### config.mk
export PLATFORM = sky130hd
export DESIGN_NAME = gpc_dst_accum
export DESIGN_NICKNAME = d
export VERILOG_FILES = /design/src/rtl/gpc_dst_accum.sv
export SDC_FILE = /design/constraint.sdc
export NUM_CORES = 1
export LEC_CHECK = 0
export CAP_MARGIN = 20
export CORE_MARGIN = 2
export CORE_UTILIZATION = 54
export DETAILED_ROUTE_END_ITERATION = 8
export PLACE_DENSITY = 0.89
export SKIP_LAST_GASP = 1
export SLEW_MARGIN = 20
export SYNTH_ARGS = -nofsm -noshare
export SYNTH_HDL_FRONTEND = slang
export SYNTH_SLANG_ARGS = --single-unit
### constraint.sdc
create_clock -name clk -period 2.74 [get_ports clk]
set_input_delay 0.548 -clock clk [delete_from_list [all_inputs] [get_ports clk]]
set_output_delay 0.548 -clock clk [all_outputs]
set_load 0.01 [all_outputs]
### src/rtl/gpc_dst_accum.sv
// gpc_dst_accum: sums BEATS consecutive GPC(1,5,1) results (0..15) into one
// ACC_W-bit output word with a sticky overflow flag, using valid/ready on
// both sides.
//
// Ports:
//   clk, rst_n           clock, asynchronous active-low reset
//   dst[3:0]             GPC result to accumulate (weight 1)
//   in_valid / in_ready  input handshake (in_ready is combinational)
//   out_data[ACC_W-1:0]  completed group sum
//   out_ovf              group sum exceeded 2^ACC_W-1
//   out_valid/out_ready  output handshake
//
// Build option: define GPC_ACC_SAT_EN to saturate the sum at 2^ACC_W-1 once
// it overflows; otherwise it wraps modulo 2^ACC_W. out_ovf is the same in
// both builds.
module gpc_dst_accum #(
    parameter int unsigned ACC_W = 16,
    parameter int unsigned BEATS = 4
) (
    input  logic             clk,
    input  logic             rst_n,
    input  logic [3:0]       dst,
    input  logic             in_valid,
    output logic             in_ready,
    output logic [ACC_W-1:0] out_data,
    output logic             out_ovf,
    output logic             out_valid,
    input  logic             out_ready
);

    localparam int unsigned CNT_W = (BEATS > 1) ? $clog2(BEATS) : 1;
    localparam logic [CNT_W-1:0] CNT_LAST = CNT_W'(BEATS - 1);

    typedef enum logic {
        S_ACCUM = 1'b0,
        S_HOLD  = 1'b1
    } state_e;

    state_e             state_q, state_d;
    logic [ACC_W-1:0]   acc_q, acc_d;
    logic               ovf_q, ovf_d;
    logic [CNT_W-1:0]   cnt_q, cnt_d;
    logic [ACC_W-1:0]   out_data_q, out_data_d;
    logic               out_ovf_q, out_ovf_d;

    logic               in_accept;
    logic               out_take;
    logic [ACC_W:0]     sum_full;
    logic               ovf_new;
    logic [ACC_W-1:0]   sum_v;

    assign out_valid = (state_q == S_HOLD);
    assign out_data  = out_data_q;
    assign out_ovf   = out_ovf_q;

    // A held result only blocks input when the consumer is not taking it.
    assign in_ready  = ~out_valid | out_ready;
    assign in_accept = in_valid & in_ready;
    assign out_take  = out_valid & out_ready;

    // Running sum with carry; the extra bit is the overflow of this beat.
    always_comb begin
        sum_full = {1'b0, acc_q} + (ACC_W + 1)'(dst);
        ovf_new  = ovf_q | sum_full[ACC_W];
`ifdef GPC_ACC_SAT_EN
        sum_v    = ovf_new ? {ACC_W{1'b1}} : sum_full[ACC_W-1:0];
`else
        sum_v    = sum_full[ACC_W-1:0];
`endif
    end

    // Next-state: acc is already cleared in HOLD, so a beat accepted in the
    // same cycle as out_take naturally lands as beat 0 of the next group.
    always_comb begin
        state_d    = state_q;
        acc_d      = acc_q;
        ovf_d      = ovf_q;
        cnt_d      = cnt_q;
        out_data_d = out_data_q;
        out_ovf_d  = out_ovf_q;

        if (out_take) begin
            state_d = S_ACCUM;
        end

        if (in_accept) begin
            if (cnt_q == CNT_LAST) begin
                out_data_d = sum_v;
                out_ovf_d  = ovf_new;
                acc_d      = '0;
                ovf_d      = 1'b0;
                cnt_d      = '0;
                state_d    = S_HOLD;
            end else begin
                acc_d = sum_v;
                ovf_d = ovf_new;
                cnt_d = cnt_q + CNT_W'(1);
            end
        end
    end

    // State and datapath registers.
    always_ff @(posedge clk or negedge rst_n) begin
        if (!rst_n) begin
            state_q    <= S_ACCUM;
            acc_q      <= '0;
            ovf_q      <= 1'b0;
            cnt_q      <= '0;
            out_data_q <= '0;
            out_ovf_q  <= 1'b0;
        end else begin
            state_q    <= state_d;
            acc_q      <= acc_d;
            ovf_q      <= ovf_d;
            cnt_q      <= cnt_d;
            out_data_q <= out_data_d;
            out_ovf_q  <= out_ovf_d;
        end
    end

endmodule

[Yosys cells after proc, flatten, opt, wreduce, memory -nomap -nowiden]
Cells that the tools add are included.
Word-level totals
  output and inout bits: 19
  word-level logic and storage cells: 21
  bits in registers: 37
Operators by class
  equal/unequal tests: 1
  reductions and logical operators: 1
  bitwise logic cells: 5
  mux-type cells: 6
  add/sub/neg operators: 2
Operators by type and width (number)
  $add A16 B4 Y17: 1
  $mux W16: 1
  $mux W1: 4
  $add A2 B1 Y2 const B: 1
  $and A1 B1 Y1: 2
  $eq A2 B2 Y1 const B: 1
  $mux W2: 1
  $or A1 B1 Y1: 2
  $reduce_and A2 Y1: 1
  $not A1 Y1: 1

[Longest topological paths before layout]
  word-level depth: 4
  mapped depth: 8
  depth with buffers taken out: 6

[Least setup slack after synthesis]
Ideal clock, no wire load.
  kind: input -> register
  start: input dst[0]
  end: register out_data_q[4], in the netlist out_data[4]
  cell stages on the path: 8
  data required time: 2.604 ns
  library setup time: 0.136 ns
  arrival: 2.131 ns
  path slack: 0.472 ns
  path through: ha_1 > fa_1 > a21o_1 > a21oi_1 > buf_2 > buf_4 > xnor2_1 > o21ai_0
On the way
  cells in the longest elaborated chain, start to end: 1
RTL lines
  start: declaration: RTL line 22  | input logic [3:0] dst,
  $add A16 B4 Y17: RTL line 63  | sum_full = {1'b0, acc_q} + (ACC_W + 1)'(dst);
  end signal: assignment: RTL line 116  | out_data_q <= out_data_d;
  end: declaration: RTL line 43  | logic [ACC_W-1:0] out_data_q, out_data_d;
No other way between the ends.
A chain may end at the register's enable or synchronous reset.

[Final worst setup path]
Same ends and word-level chain as after synthesis.

==> impl_metrics.ini <==
[setup_path]
reg2reg_from = acc_q[0]
cp_data_required_time_ns = 2.90
worstPathArrival_ns = 2.48
critPathLaunchType = input port
r2r_cells = 7
end_kind = flop
crit_type = input port to flop
r2r_setup_slack_ns = 0.69
r2r-end = out_data[4]
worstPathMaxFanout = 23

[floorplan]
ioPinCount = 27
start_util = 0.556
row_count = 22
core_um2 = 3610
dieHeight_um = 64.9
die-area_um2 = 4210
die_x_um = 64.9

[sta]
slew_headroom = 0.456
finalSetupTns_ns = 0
fin_crit_sh = 0.846
worst_pin_slew_ns = 0.817
max_freq_ghz = 0.431
hold_viol_final = 0
fin_crit_ns = 2.32
slew_violations = 0
rsz0062_at_grt = no
fin_skew_ns = 0.00483
setup_viol = 0

[finish]
nets = 252
drive_gt1_frac = 0.109
final_area_um2 = 2410
syn2layout_area_growth_pct = 20.2
diodes = 0
fillers = 294

[power]
power.leakage_uw = 0.00103
power_density_nw_per_um2 = 1070
ir_drop_mv = 0.760
total_power_uw = 2570

[clock_network]
cts-resized-gates = 0
root_buffer = clkbuf_8
hold_buffers = 0
clock_path_buffers = 2
cts_buffers = 5
path_clk_slew_ns = 0.07
post-cts-setup-buffer-count = 0
clk_latency_ns = 0.30
tritoncts = yes
cts_htree_levels = 2
cts.sinks = 37

[logic_synthesis]
syn_avg_cell_area_um2 = 9.40
async_flop_share = 1.00
yosysTopAreaCellShare = 0.462
synthTopCellsByCount = 37 x dfrtp_1, 30 x nand2_1, 14 x o21ai_0
yosys-top-cells-area = dfrtp_1 46%, nand2_1 5.6%, o211ai_1 4.1%
synth-edff-count = 0
synth_fp_nets = 227
synth_area_leader_cell = dfrtp_1
yosys_warnings = 0
dominantRegCellSynth = dfrtp_1
synthCells = 213
synth.most_common_cell = dfrtp_1
yosysSeqAreaShare = 0.462
yosysUniqueCellTypes = 41
mappedNetlistArea_um2 = 2000
synth_seq_cells = 37

[drt]
routed.top_layer = met4
routed_wl_mm = 4.36
drcViolationCount = 0
drtIter0Drc = 173
firstDrtPassIters = 4
dr_wl_met3_um = 240
final_antenna_net_count = 0
vias_per_cell = 6.03
drt-wirelength-per-cell_um = 15.3
wl_met1_mm = 1.92
vias = 1726
wl_met2_mm = 2.10

[placed_design]
postPlaceCellArea_um2 = 2320
io_buffers = 26
place_hpwl_mm = 3.07
place.gp.congestion = 0.899

[global_route]
grtUsageTotal = 0.233
grt-ovfl-total = 0
grt_first_pass_wirelength_mm = 7.29
grt_pass1_vias = 1590
antenna_found_initial = 0
grt_max_degree = 38

[hold_path]
hold_class = input port to async pin

[job]
drv_cap = 0

[status]
outcome = completed
## placed cells by master (no fill, tap or decap), drive strengths merged, types with 9 or more instances in the layout
master / Yosys / layout
dfrtp: 37 / 37
nand2: 30 / 30
clkdlybuf4s50: 0 / 25
o21ai: 14 / 14
nand3: 13 / 13
o211ai: 11 / 11
nor2: 11 / 11
or3: 11 / 11
buf: 9 / 10
a31oi: 9 / 9
or4: 9 / 9
## state kept, by name, summed over array words and instances (netlist names)
signal / count
acc_q: 16
out_data: 16
cnt_q: 2
out_ovf: 1
out_valid: 1
ovf_q: 1
## kinds of logic (layout without fill, tap and decap cells)
group                      Yosys count  in the layout  synth area share
and+or+nand+nor                     90             90             0.239
AOI/OAI and AO/OA                   56             56             0.194
DFF                                 37             37             0.462
buffers and inverters               20             45            0.0443
adders and majority gates            6              6            0.0412
xor gates and xnor gates             2              2           0.00875
muxes                                2              2            0.0112
## critical path, cell delays in order
cell             delay, ns
clkdlybuf4s50_1       0.40
ha_1                  0.23
fa_1                  0.42
a21o_1                0.19
a21oi_1               0.19
buf_4                 0.26
xnor2_1               0.13
o21ai_0               0.10
## cell type report
type / instances / area, µm² / share of cell area
timing repair buffer: 35 / 335 / 0.139
tap: 48 / 60.1 / 0.0249
clock buffer: 7 / 86.3 / 0.0359
sequential: 37 / 926 / 0.385
inverter: 3 / 11.3 / 0.00468
multi-input combinational: 156 / 988 / 0.411
## routing by layer
| metal | track usage | up-vias |
|---|---|---|
| met2 | 0.366 | 55 |
| li1 | - | 848 |
| met3 | 0.0503 | 8 |
| met4 | 0.130 | 0 |
| met1 | 0.297 | 815 |
| met5 | 0 | - |
## through the flow
stage	cells	utilization	setup WS, ns	hold slack, ns
floorplan	213	-	0.472	0.252
global placement	279	0.644	0.177	0.458
detailed placement	279	0.644	0.114	0.465
CTS	286	0.668	0.393	0.373
global route	286	0.668	0.224	0.415
finish	286	0.668	0.421	0.344
## worst max path at each step
stage / end / start / depth (start not counted)
after global placement: out_data[8] / dst[0] / 8
after CTS: out_data[4] / dst[0] / 8
after detailed placement: out_data[4] / dst[0] / 8
after global routing: out_data[4] / dst[0] / 8
after floorplan: out_data[4] / dst[0] / 8
final: out_data[4] / dst[0] / 8
## power breakdown
| part | leakage [µW] | switching, µW | internal (µW) |
|---|---|---|---|
| Sequential | 0.000445 | 179 | 762 |
| Clock | 0.0000443 | 185 | 199 |
| Combinational | 0.000541 | 646 | 598 |
| Total | 0.00103 | 1010 | 1560 |
Power figures use the tool's default switching activity.
